--- src/rtl/axi_stream_header_extract.sv ---
// axi_stream_header_extract: strips an S-byte header from each packet onto a side channel
// and realigns the remaining payload bytes to the start of the output beats.
module axi_stream_header_extract #(
    parameter int DATA_WD      = 32,
    parameter int DATA_BYTE_WD = DATA_WD / 8,
    parameter int BYTE_CNT_WD  = $clog2(DATA_BYTE_WD) + 1
) (
    input  logic                    clk,
    input  logic                    rst,
    input  logic [BYTE_CNT_WD-1:0]  hdr_byte_cnt,
    input  logic                    valid_in,
    input  logic [DATA_WD-1:0]      data_in,
    input  logic [DATA_BYTE_WD-1:0] keep_in,
    input  logic                    last_in,
    output logic                    ready_in,
    output logic                    valid_hdr,
    output logic [DATA_WD-1:0]      data_hdr,
    output logic [DATA_BYTE_WD-1:0] keep_hdr,
    input  logic                    ready_hdr,
    output logic                    valid_out,
    output logic [DATA_WD-1:0]      data_out,
    output logic [DATA_BYTE_WD-1:0] keep_out,
    output logic                    last_out,
    input  logic                    ready_out,
    output logic                    runt_err
);
    localparam int CW = BYTE_CNT_WD + 1;
    localparam logic [CW-1:0] NB = CW'(DATA_BYTE_WD);

    typedef enum logic [1:0] {HDR, PAYLOAD, FLUSH} state_t;
    state_t state, state_n;

    logic [CW-1:0] s_q, s_n, fcnt_q, fcnt_n, k, r, r_new, tot, s_new;
    logic [DATA_WD-1:0] res_q, res_n, din, o_data;
    logic [DATA_BYTE_WD-1:0] o_keep;
    logic runt_q, runt_n, out_ld, hdr_ld, acc, out_free, o_last;

    function automatic logic [DATA_BYTE_WD-1:0] msb_keep(input logic [CW-1:0] n);
        return ~({DATA_BYTE_WD{1'b1}} >> n);
    endfunction

    // Invalid input bytes are zeroed up front so every shifted result is already clean.
    always_comb begin
        k = '0;
        din = '0;
        for (int i = 0; i < DATA_BYTE_WD; i++) begin
            k = k + CW'(keep_in[i]);
            din[8*i +: 8] = {8{keep_in[i]}} & data_in[8*i +: 8];
        end
    end

    assign s_new = ({1'b0, hdr_byte_cnt} == '0 || {1'b0, hdr_byte_cnt} > NB) ? NB : {1'b0, hdr_byte_cnt};
    assign r_new = NB - s_new;
    assign r = NB - s_q;
    assign tot = r + k;
    assign runt_err = runt_q && !rst;

    always_comb begin
        state_n = state;
        s_n = s_q;
        fcnt_n = fcnt_q;
        res_n = res_q;
        runt_n = 1'b0;
        out_ld = 1'b0;
        hdr_ld = 1'b0;
        o_data = '0;
        o_keep = '0;
        o_last = 1'b0;
        out_free = !valid_out || ready_out;
        ready_in = rst ? 1'b0 : state == HDR ? (!valid_hdr || ready_hdr) && out_free : state == PAYLOAD && out_free;
        acc = valid_in && ready_in;
        case (state)
            HDR: if (acc) begin
                hdr_ld = 1'b1;
                s_n = s_new;
                res_n = din << {s_new, 3'b0};
                o_data = din << {s_new, 3'b0};
                o_keep = msb_keep(k - s_new);
                o_last = 1'b1;
                out_ld = last_in && k > s_new;
                runt_n = last_in && k <= s_new;
                state_n = last_in ? HDR : PAYLOAD;
            end
            PAYLOAD: if (acc) begin
                out_ld = 1'b1;
                res_n = din << {s_q, 3'b0};
                o_data = res_q | (din >> {r, 3'b0});
                o_last = last_in && tot <= NB;
                o_keep = o_last ? msb_keep(tot) : '1;
                fcnt_n = tot - NB;
                state_n = last_in ? (tot > NB ? FLUSH : HDR) : PAYLOAD;
            end
            FLUSH: if (out_free) begin
                out_ld = 1'b1;
                o_data = res_q;
                o_keep = msb_keep(fcnt_q);
                o_last = 1'b1;
                state_n = HDR;
            end
            default: state_n = HDR;
        endcase
    end

    always_ff @(posedge clk) begin
        if (rst) state <= HDR;
        else state <= state_n;
    end

    always_ff @(posedge clk) begin
        if (rst) begin
            s_q <= '0;
            fcnt_q <= '0;
            res_q <= '0;
            runt_q <= 1'b0;
            valid_hdr <= 1'b0;
            data_hdr <= '0;
            keep_hdr <= '0;
            valid_out <= 1'b0;
            data_out <= '0;
            keep_out <= '0;
            last_out <= 1'b0;
        end else begin
            s_q <= s_n;
            fcnt_q <= fcnt_n;
            res_q <= res_n;
            runt_q <= runt_n;
            if (hdr_ld) begin
                valid_hdr <= 1'b1;
                data_hdr <= din >> {r_new, 3'b0};
                keep_hdr <= ~({DATA_BYTE_WD{1'b1}} << s_new);
            end else if (valid_hdr && ready_hdr) begin
                valid_hdr <= 1'b0;
                data_hdr <= '0;
                keep_hdr <= '0;
            end
            if (out_ld) begin
                valid_out <= 1'b1;
                data_out <= o_data;
                keep_out <= o_keep;
                last_out <= o_last;
            end else if (valid_out && ready_out) begin
                valid_out <= 1'b0;
                data_out <= '0;
                keep_out <= '0;
                last_out <= 1'b0;
            end
        end
    end
endmodule

--- config.mk ---
export PLATFORM = sky130hd
export DESIGN_NAME = axi_stream_header_extract
export DESIGN_NICKNAME = d
export VERILOG_FILES = /design/src/rtl/axi_stream_header_extract.sv
export SDC_FILE = /design/constraint.sdc
export NUM_CORES = 1
export LEC_CHECK = 0
export BUFFER_PORTS_ARGS = -buffer_cell sky130_fd_sc_hd__buf_2
export CAP_MARGIN = 30
export CORE_MARGIN = 1
export CORE_UTILIZATION = 52
export DETAILED_ROUTE_END_ITERATION = 8
export PLACE_DENSITY = 0.79
export SLEW_MARGIN = 20
export SYNTH_ARGS = -nofsm -noshare
export SYNTH_HDL_FRONTEND = slang
export SYNTH_SLANG_ARGS = --single-unit
--- constraint.sdc ---
create_clock -name clk -period 5.6 [get_ports clk]
set_clock_uncertainty 0.1 [all_clocks]
set_input_delay 1.12 -clock clk [delete_from_list [all_inputs] [get_ports clk]]
set_output_delay 1.12 -clock clk [all_outputs]
set_load 0.05 [all_outputs]
==> qor.txt <==
run status: finished, final reports clean
CP dominant cell by count: ha_1
DP Wirelength: 18.55 mm
top cell type by total area after synthesis: dfxtp_1
initial drt markers: 1564
final net count: 1020
Crit. End Element: flip-flop
Cell Area, Placed: 8040 sq um
Reg2Reg Capture Point: keep_out[2]$_SDFFE_PP0P_
DRT Wirelength: 26.79 mm
CP Max Fanout: 15
Hold Crit Depth: 2
TritonCTS Buffers: 17
Min-Delay Endpoint: data_out[13]$_SDFFE_PP0P_
post-route ant nets: 0
Final Power: 2.617 mW
clock tree from TritonCTS: built
cells resized by post-CTS repair: 0
Row Count: 43
Mapped Area: 7502 sq um
hold_sp: data_out[13]$_SDFFE_PP0P_
root buf cell: clkbuf_16
Final Max Tran Viols: 0
Final Cell Area: 8746 sq um
maximum VDD drop: 0.2101 mV
Area Growth Syn to Fin: 16.58%
Arrival @ worst endpoint: 4990 ps
deepest clock path buffer count: 2
worst-margin pin slew: 931.5 ps
RePlAce Congestion: 1.021
input/output buffers: 121
PD cells: 299.2 nW/um^2
fraction of registers with async set or reset after synthesis: 0%
synth top area cells: dfxtp_1 31%, nand2_1 5.3%, nor2_1 4.5%
DR DRC count: 0
Global Route Usage Sum: 36.53%
cts hold-fix bufs: 0
cell count after synthesis: 879
worst min path class: flip-flop to flip-flop
final hold violation count: 0
crit-path cells: inv_2 -> ha_1 -> inv_1 -> fa_1 -> xnor2_1 -> ha_1 -> a21boi_0 -> and4_1 -> a2111o_1 -> o211ai_1
top_reg_cell synth: dfxtp_1
fin cells: 1149
vias: 7853
CP required: 5840 ps
Worst Setup Start Kind: flip-flop
ant diodes: 0
CP top delay family: adder cells
postcts setup bufs: 0
Pleak: 3.461 nW
final setup TNS: 0 ps
largest net degree at the start of global routing: 71
Die Area: 14910 sq um
Detailed Routing Iterations Pass 1: 8
Clock Sinks: 117
Clk Latency, worst-skew pair: 430 ps
worst reg2reg startpoint: s_q[1]$_SDFFE_PP0P_
GRT overflow: 0
layout cell share with drive strength beyond 1: 23.53%
Synthesis Warnings: 0
end-of-flow core utilization: 62.52%
crit path time final: 4753 ps
Die Span Y: 122.1 um
cell total after placement: 1114
Post-synth EDFFs: 0
Core Area: 13990 sq um
crit share post-route: 84.87%
Worst path max stage delay: 860 ps
share of the synthesized area in the top cell type: 31.22%
Fmax: 210.4 MHz
critical path's slowest cell: dfxtp_1
Seq cells post-synth: 117
CTS H-Tree Depth: 4
initial antenna violation count: 0
wire per inst: 23.32 um
syn_area_per_cell: 8.535 sq um
final worst slack: 847.2 ps
Max-Cap Viols: 0
Top Ports: 122
die extent in x: 122.1 um
register area share after synthesis: 31.22%
vias in the first global route: 7165
synth unique cells: 81
first-pass GRT wire length: 40.95 mm
Setup CP Type: flip-flop to flip-flop
worst reg-to-reg path cell count: 10
Initial Util: 53.63%
Slew headroom: 37.67%
hold_ws: 343.6 ps
RSZ-0062 raised after global routing: no
WP buf/inv: 2
pre-CTS setup slack: 721.0 ps
Worst-path clk slew: 60 ps
vias per cell: 6.835
Synth Net Count: 943
r2r setup slk: 850 ps
final setup violation count: 0
[power by group]
part	internal, mW	switching (mW)	total (mW)
clock network	0.774	0.429	1.20
registers	0.859	0.0185	0.878
logic	0.168	0.368	0.536
[kinds of logic (layout without fill, tap and decap cells)]
logic type               count (synthesis)  in the layout  share of synthesized area (%)
AO/OA/AOI/OAI                          284            284                          29.84
AND/OR/NAND/NOR                        304            304                          19.90
buffers and inverters                  100            190                          6.488
adder cells (fa/ha/maj)                 19             19                          3.569
XOR/XNOR                                 2              2                         0.2335
multiplexers                            53             53                          8.756
flip-flops                             117            117                          31.22
[how the worst max path moves through the flow]
stage / from / endpoint / slack [ps] / cells after the start
after CTS: s_q[1]$_SDFFE_PP0P_ / keep_out[3]$_SDFFE_PP0P_ / 1000 / 10
after floorplan: hdr_byte_cnt[0] / keep_out[3]$_SDFFE_PP0P_ / 780 / 16
after global routing: s_q[1]$_SDFFE_PP0P_ / keep_out[3]$_SDFFE_PP0P_ / 660 / 10
after global placement: keep_in[0] / keep_out[3]$_SDFFE_PP0P_ / 820 / 14
after detailed placement: keep_in[0] / keep_out[3]$_SDFFE_PP0P_ / 720 / 14
final: s_q[1]$_SDFFE_PP0P_ / keep_out[2]$_SDFFE_PP0P_ / 850 / 10
[routing by layer]
metal	up-vias	wire length [um]	global-route usage (%)
li1	3478	-	-
met1	3572	10600	50.04
met2	671	11090	51.17
met3	132	3806	11.05
met4	0	1294	18.52
met5	-	0	2.778
[sequential cells by signal, summed over array words and instances (netlist names)]
register and count:
data_hdr 32, data_out 32, res_q 32, fcnt_q 4, keep_hdr 4, keep_out 4, s_q 3, state 2
last_out 1, runt_q 1, valid_hdr 1, valid_out 1
[cell type report]
type | count | area [sq um]
Fill cell | 1239 | 5243
Inverter | 21 | 83.83
Sequential cell | 117 | 2342
Clock buffer | 19 | 452.9
Multi-Input combinational cell | 662 | 4673
Tap cell | 180 | 225.2
Timing Repair Buffer | 137 | 773.2
Clock inverter | 13 | 195.2
[synth_stat cells, types with 6 or more instances]
cell type  count
nor3_1        19
nor2_1        89
dfxtp_1      117
o21ai_0       24
mux2_2        11
a32o_1         6
o21ai_1       23
nand2_1      106
mux4_2         9
a32oi_1       15
o22ai_1       17
and2_0         6
a211oi_1      12
buf_2         34
a21oi_1       30
nand3_1       15
a21boi_0       6
o32ai_1       14
a22oi_1       31
clkbuf_1      31
nand4b_1       6
a21o_1         6
buf_6          6
nand2b_1      13
and2_1        18
mux2i_1       33
a221oi_1      12
inv_1         18
o211ai_1      21
ha_1          15
a222oi_1      22
[worst reg2reg max path: cells and delay by family (launching register included)]
family                   cells  cell delay, ps
flip-flops                   1             860
buffers and inverters        2             830
adder cells (fa/ha/maj)      3            1630
XOR/XNOR                     1             330
AND/OR/NAND/NOR              1             230
AO/OA/AOI/OAI                3             660
[layout by cell type, fill, tap and decap left out, types with 14 or more instances in the layout]
master,n
and2_1,18
a22oi_1,31
nor3_1,19
o22ai_1,17
inv_1,18
nand2_1,106
o32ai_1,14
nand3_1,15
buf_2,121
a21oi_1,30
o21ai_0,24
clkbuf_16,17
nor2_1,89
ha_1,15
a222oi_1,22
o211ai_1,21
a32oi_1,15
dfxtp_1,117
o21ai_1,23
mux2i_1,33
(Power assumes the default switching activity.)
